## src/rtl/mc_ctrl_unit_pkg.sv

```systemverilog
// Shared definitions for the multi-cycle control unit: opcodes, functs, state codes, ALU/PC-source codes.
package mc_ctrl_unit_pkg;

    localparam logic [5:0] OP_RTYPE = 6'h00;
    localparam logic [5:0] OP_J     = 6'h02;
    localparam logic [5:0] OP_BEQ   = 6'h04;
    localparam logic [5:0] OP_BNE   = 6'h05;
    localparam logic [5:0] OP_ADDI  = 6'h08;
    localparam logic [5:0] OP_SLTI  = 6'h0A;
    localparam logic [5:0] OP_ANDI  = 6'h0C;
    localparam logic [5:0] OP_ORI   = 6'h0D;
    localparam logic [5:0] OP_XORI  = 6'h0E;
    localparam logic [5:0] OP_LW    = 6'h23;
    localparam logic [5:0] OP_SW    = 6'h2B;

    localparam logic [5:0] FN_SLL = 6'h00;
    localparam logic [5:0] FN_ADD = 6'h20;
    localparam logic [5:0] FN_SUB = 6'h22;
    localparam logic [5:0] FN_AND = 6'h24;
    localparam logic [5:0] FN_OR  = 6'h25;
    localparam logic [5:0] FN_XOR = 6'h26;
    localparam logic [5:0] FN_NOR = 6'h27;
    localparam logic [5:0] FN_SLT = 6'h2A;

    typedef enum logic [2:0] {
        S_IF   = 3'd0,
        S_ID   = 3'd1,
        S_EXE  = 3'd2,
        S_MEM  = 3'd3,
        S_WB   = 3'd4,
        S_TRAP = 3'd5
    } state_t;

    typedef enum logic [2:0] {
        ALU_AND = 3'b000,
        ALU_OR  = 3'b001,
        ALU_XOR = 3'b010,
        ALU_NOR = 3'b011,
        ALU_ADD = 3'b100,
        ALU_SUB = 3'b101,
        ALU_SLT = 3'b110,
        ALU_SLL = 3'b111
    } alu_op_t;

    typedef enum logic [1:0] {
        PCS_INC = 2'b00,
        PCS_BR  = 2'b01,
        PCS_JMP = 2'b10
    } pc_s_t;

    typedef enum logic [2:0] {
        IC_R, IC_ALUI, IC_LW, IC_SW, IC_BEQ, IC_BNE, IC_J, IC_ILL
    } iclass_t;

    // Classes whose second ALU operand is the extended imm16.
    function automatic logic uses_imm(input iclass_t c);
        return (c == IC_ALUI) || (c == IC_LW) || (c == IC_SW);
    endfunction

endpackage

```

## src/rtl/mc_ctrl_unit_inst_decoder.sv

```systemverilog
// Combinational decode of opcode/funct into instruction class, ALU operation and imm extension mode.
module mc_ctrl_unit_inst_decoder
    import mc_ctrl_unit_pkg::*;
(
    input  logic [5:0] op,
    input  logic [5:0] funct,
    output iclass_t    iclass,
    output alu_op_t    alu_op,
    output logic       imm_s
);

    always_comb begin
        iclass = IC_ILL;
        alu_op = ALU_AND;
        imm_s  = 1'b0;
        case (op)
            OP_RTYPE: begin
                iclass = IC_R;
                case (funct)
                    FN_ADD:  alu_op = ALU_ADD;
                    FN_SUB:  alu_op = ALU_SUB;
                    FN_AND:  alu_op = ALU_AND;
                    FN_OR:   alu_op = ALU_OR;
                    FN_XOR:  alu_op = ALU_XOR;
                    FN_NOR:  alu_op = ALU_NOR;
                    FN_SLT:  alu_op = ALU_SLT;
                    FN_SLL:  alu_op = ALU_SLL;
                    default: iclass = IC_ILL;
                endcase
            end
            OP_ADDI: begin iclass = IC_ALUI; alu_op = ALU_ADD; imm_s = 1'b1; end
            OP_SLTI: begin iclass = IC_ALUI; alu_op = ALU_SLT; imm_s = 1'b1; end
            OP_ANDI: begin iclass = IC_ALUI; alu_op = ALU_AND; end
            OP_ORI:  begin iclass = IC_ALUI; alu_op = ALU_OR;  end
            OP_XORI: begin iclass = IC_ALUI; alu_op = ALU_XOR; end
            OP_LW:   begin iclass = IC_LW;   alu_op = ALU_ADD; imm_s = 1'b1; end
            OP_SW:   begin iclass = IC_SW;   alu_op = ALU_ADD; imm_s = 1'b1; end
            OP_BEQ:  begin iclass = IC_BEQ;  alu_op = ALU_SUB; end
            OP_BNE:  begin iclass = IC_BNE;  alu_op = ALU_SUB; end
            OP_J:    iclass = IC_J;
            default: iclass = IC_ILL;
        endcase
    end

endmodule

```

## src/rtl/mc_ctrl_unit.sv

```systemverilog
// Multi-cycle MIPS-subset control unit: IR latch, IF/ID/EXE/MEM/WB sequencing, Moore strobe decode.
// Optional ILLEGAL_INST_TRAP_EN: undefined instructions enter a sticky trap state instead of acting as NOPs.
module mc_ctrl_unit
    import mc_ctrl_unit_pkg::*;
#(
    parameter logic [31:0] IR_RST = 32'h0000_0000
)
(
    input  logic        clk,
    input  logic        rst,
    input  logic [31:0] Inst_code,
    input  logic        ZF,
    output logic [31:0] IR,
    output logic        PC_Write,
    output logic [1:0]  PC_s,
    output logic        IR_Write,
    output logic        Reg_Write,
    output logic        Mem_Write,
    output logic [2:0]  ALU_OP,
    output logic        ALU_SrcB,
    output logic        imm_s,
    output logic        w_r_s,
    output logic        wr_data_s,
    output logic [2:0]  state,
    output logic        trap
);

    state_t      state_q;
    logic [31:0] ir_q;
    iclass_t     dec_class;
    alu_op_t     dec_alu_op;
    logic        dec_imm_s;

    mc_ctrl_unit_inst_decoder u_dec (
        .op     (ir_q[31:26]),
        .funct  (ir_q[5:0]),
        .iclass (dec_class),
        .alu_op (dec_alu_op),
        .imm_s  (dec_imm_s)
    );

`ifdef ILLEGAL_INST_TRAP_EN
    logic trap_q;
`endif

    always_ff @(posedge clk) begin
        if (!rst) begin
            state_q <= S_IF;
            ir_q    <= IR_RST;
`ifdef ILLEGAL_INST_TRAP_EN
            trap_q  <= 1'b0;
`endif
        end else begin
            case (state_q)
                S_IF: begin
                    ir_q    <= Inst_code;
                    state_q <= S_ID;
                end
                S_ID: begin
                    case (dec_class)
                        IC_J: state_q <= S_IF;
                        IC_ILL: begin
`ifdef ILLEGAL_INST_TRAP_EN
                            state_q <= S_TRAP;
                            trap_q  <= 1'b1;
`else
                            state_q <= S_IF;
`endif
                        end
                        default: state_q <= S_EXE;
                    endcase
                end
                S_EXE: begin
                    case (dec_class)
                        IC_R, IC_ALUI: state_q <= S_WB;
                        IC_LW, IC_SW:  state_q <= S_MEM;
                        default:       state_q <= S_IF;
                    endcase
                end
                S_MEM:   state_q <= (dec_class == IC_LW) ? S_WB : S_IF;
                S_WB:    state_q <= S_IF;
`ifdef ILLEGAL_INST_TRAP_EN
                S_TRAP:  state_q <= S_TRAP;
`endif
                default: state_q <= S_IF;
            endcase
        end
    end

`ifdef ILLEGAL_INST_TRAP_EN
    assign trap = trap_q;
`else
    assign trap = 1'b0;
`endif

    assign IR    = ir_q;
    assign state = state_q;

    // Strobes are silenced combinationally while reset is held so an abandoned instruction cannot write.
    always_comb begin
        PC_Write  = 1'b0;
        PC_s      = PCS_INC;
        IR_Write  = 1'b0;
        Reg_Write = 1'b0;
        Mem_Write = 1'b0;
        ALU_OP    = ALU_AND;
        ALU_SrcB  = 1'b0;
        imm_s     = 1'b0;
        w_r_s     = 1'b0;
        wr_data_s = 1'b0;
        if (rst) begin
            case (state_q)
                S_IF: begin
                    IR_Write = 1'b1;
                    PC_Write = 1'b1;
                end
                S_ID: begin
                    if (dec_class == IC_J) begin
                        PC_Write = 1'b1;
                        PC_s     = PCS_JMP;
                    end
                end
                S_EXE: begin
                    ALU_OP   = dec_alu_op;
                    ALU_SrcB = uses_imm(dec_class);
                    imm_s    = dec_imm_s;
                    if (dec_class == IC_BEQ) begin
                        PC_Write = ZF;
                        PC_s     = PCS_BR;
                    end else if (dec_class == IC_BNE) begin
                        PC_Write = ~ZF;
                        PC_s     = PCS_BR;
                    end
                end
                S_MEM: Mem_Write = (dec_class == IC_SW);
                S_WB: begin
                    Reg_Write = 1'b1;
                    w_r_s     = (dec_class == IC_R);
                    wr_data_s = (dec_class == IC_LW);
                end
                default: ;
            endcase
        end
    end

endmodule
```

## config.mk

```make
export PLATFORM = sky130hd
export DESIGN_NAME = mc_ctrl_unit
export DESIGN_NICKNAME = d
export VERILOG_FILES = /design/src/rtl/mc_ctrl_unit_pkg.sv /design/src/rtl/mc_ctrl_unit_inst_decoder.sv /design/src/rtl/mc_ctrl_unit.sv
export SDC_FILE = /design/constraint.sdc
export NUM_CORES = 1
export LEC_CHECK = 0
export ABC_AREA = 1
export BUFFER_PORTS_ARGS = -buffer_cell sky130_fd_sc_hd__buf_2
export CAP_MARGIN = 20
export CORE_MARGIN = 1
export CORE_UTILIZATION = 29
export CTS_BUF_LIST = sky130_fd_sc_hd__clkbuf_4 sky130_fd_sc_hd__clkbuf_8 sky130_fd_sc_hd__clkbuf_16
export DETAILED_ROUTE_END_ITERATION = 10
export MAX_ROUTING_LAYER = met4
export SLEW_MARGIN = 20
export SYNTH_ARGS = -nofsm -noshare
export SYNTH_HDL_FRONTEND = slang
export SYNTH_SLANG_ARGS = --single-unit
```

## constraint.sdc

```tcl
create_clock -name clk -period 3.8 [get_ports clk]
set_input_delay 1.14 -clock clk [delete_from_list [all_inputs] [get_ports clk]]
set_output_delay 1.14 -clock clk [all_outputs]
set_load 0.01 [all_outputs]
```

==> results by group <==
Setup path
  • Crit Path Max Fanout: 6
  • WP data arrival: 2.04 ns
  • R2R depth: 8
  • WP buf/inv: 3
  • Levels on crit path: 6
  • Critical path cell sequence: buf_2, inv_1, nor3_1, nand3_1, nor3_1, buf_2
  • Critical Path Slowest Stage Cell: nor3_1
  • WP data required: 2.66 ns
  • Crit Path Class: in2out
  • Worst setup EP type: output pin
  • Crit-path leading delay family: simple AND/OR/NAND/NOR gates
  • Startpoint Class: primary input
  • Max incr delay on CP: between 0.2 and 0.25 ns

Logic synthesis
  • Synth top cells by count: 67 x nor2_1, 36 x o21ai_0, 35 x dfxtp_1
  • Synth area leader: dfxtp_1
  • Most frequent cell after synthesis: nor2_1
  • Post-synth ARST share: 0%
  • Sequential fraction of the synthesis area: 38.97%
  • Syn Area/Cell: around 7 sq um
  • Post-Syn Instances: roughly 260
  • Seq cells post-synth: 35
  • Synth Cell Area: 1798 sq um
  • Syn Nets: between 200 and 300
  • Synthesis Warnings: 0
  • Ranking of synthesized cells by area: dfxtp_1 39%, nor2_1 14%, o21ai_0 10%
  • Post-synth EDFFs: 0
  • Post-synthesis cell type count: 29
  • Synth top area share: ~39%
  • Post-synth top flop: dfxtp_1

Finish
  • N_diodes: 0
  • Share of cells above drive strength 1: between 30% and 40%
  • Final net count: 376
  • Synthesis-to-finish area growth: 33.61%
  • FILL cells: 674

Clock tree
  • Total CTS buffers: 5
  • Clock latency on the worst-skew pair: 0.28 ns
  • Clock buffer depth: 2
  • Post-cts resize count: 0
  • Postcts setup bufs: 0
  • CTS tree: yes
  • Hold buffer count at cts: 0
  • CTS sink cnt: 35
  • Clock root buffer: clkbuf_8
  • Max H-tree Level: 2
  • Reg clk slew, reported paths: approximately 0.07 ns

Die
  • Chip height: ~81 um
  • Core Footprint: 5956 sq um
  • Die W: approximately 80 um
  • Initial core utilization: a little over 30%
  • DIE AREA: 6519 sq um
  • Rows: 28
  • Ports: 84

STA
  • Period minus WS final: between 3 and 4 ns
  • Worst Skew: 0.003565 ns
  • Slew margin rel.: between 60% and 70%
  • RSZ-0062 raised after global routing: false
  • Highest clock rate: roughly 310 MHz
  • Final worst path period share: 83.58%
  • Fin Setup TNS: 0 ns
  • Final Max Slew Viols: 0
  • Final Hold Fails: 0
  • WHS: 0.5083 ns
  • Worst Tran Pin Value: between 0.5 and 0.6 ns
  • Final Setup Violations: 0

Worst hold path
  • HP Class: reg2reg
  • Min-Delay Path Depth: 2

Power and ir drop
  • Leak: ~1.2 nW
  • PwrDens: about 570 nW/um^2
  • VDD IR max: between 0.0004 and 0.0005 V

GRT
  • Total grt overflow: 0
  • Pin count of the biggest net entering global routing: 44
  • Initial antenna violation count: 0
  • All-layer global routing usage: 16.00%
  • Global-route wire length before repair: slightly below 8 mm
  • Vias in the first global route: 1823

Detailed routing
  • Via count: slightly below 2000
  • Initial drt markers: a little under 80
  • Average wire per cell in the routed design: between 10 and 15 um
  • Vias per std cell: 4.626
  • DRC: 0
  • Post-Route WL: a little under 5 mm
  • 1st-pass router iterations: 4
  • Final ANT Viol Nets: 0

Job
  • Max cap viols: 0

Place
  • Port bufs: 82
  • Final HPWL DP: roughly 3.6 mm
  • Routability cong.: 0.8316

Outcome
  • Outcome: finished, final reports clean
==> registers in the layout (all words and copies together), names as in the netlist <==
| register | flops |
|---|---|
| IR | 32 |
| state | 3 |
==> through the flow <==
stage               area (sq um)  utilization, %  setup slack [ns]  power (mW)  cells
global placement            2266           38.05            0.6098      0.9619    409
finish                      2402           40.34            0.6240       1.360    417
global route                2402           40.34            0.4969       1.454    417
floorplan                   1798               -            0.5149      0.8137    261
CTS                         2402           40.34            0.6065       1.374    417
detailed placement          2266           38.05            0.6017      0.9657    409
==> final cells by class <==
type	instances	area (sq um)	share of cell area [%]
Inverter	26	97.59	4.063
Sequential cell	35	700.7	29.17
Tap cell	75	93.84	3.906
Clock inverter	2	60.06	2.500
Multi-Input combinational cell	188	940.9	39.17
Timing Repair Buffer	85	432.9	18.02
Clock buffer	6	76.32	3.177
==> cells by family (layout without fill, tap and decap cells) <==
logic type	Yosys count	after routing	share of synthesized area (%)
and+or+nand+nor	133	133	36.39
AOI/OAI and AO/OA	54	54	15.73
buffers and inverters	38	119	8.699
DFF	35	35	38.97
other	1	1	0.2086
==> layer usage <==
layer	vias to the layer above	global-route usage, %	wire length (um)
met5	-	-	0
met3	5	4.270	284
met2	57	27.46	2237
li1	1006	-	-
met1	861	18.37	2263
met4	0	4.286	48
==> tightest hold or removal path, stage by stage (launching register included) <==
cell	delay [ns]
dfxtp_1	0.33
inv_1	0.07
a21oi_1	0.06
==> final timing paths <==
kind,slack [ns],start,end
setup reg to reg,2.20,state[0],IR[2]
setup / recovery,0.62,rst,w_r_s
hold / removal,0.51,IR[2],IR[2]
hold reg to reg,0.51,IR[2],IR[2]
==> placed cells by master (no fill, tap or decap) <==
cell type and n:
inv_1 21, a21oi_1 12, nor4_1 1, nand2_1 22
a31oi_1 3, nand4_2 1, nor2_8 1, nand4_1 5
o21bai_1 1, o211ai_1 1, nor2_4 5, inv_2 4
clkbuf_8 5, a21oi_2 1, nand2_2 7, nor3_1 4
nor2_1 67, conb_1 1, bufinv_16 2, clkbuf_4 1
nand3_1 13, buf_2 82, clkinv_1 1, buf_4 3
o21ai_0 36, dfxtp_1 35, nor2_2 2, nand3_2 4
nor3b_2 1
==> power by group <==
group	switching, mW	internal [mW]	total [mW]	leakage, nW
Combinational	0.297	0.164	0.462	0.851
Clock	0.134	0.269	0.404	0.0688
Sequential	0.0585	0.436	0.494	0.291
Note: power is estimated with default switching activity, not from simulation.
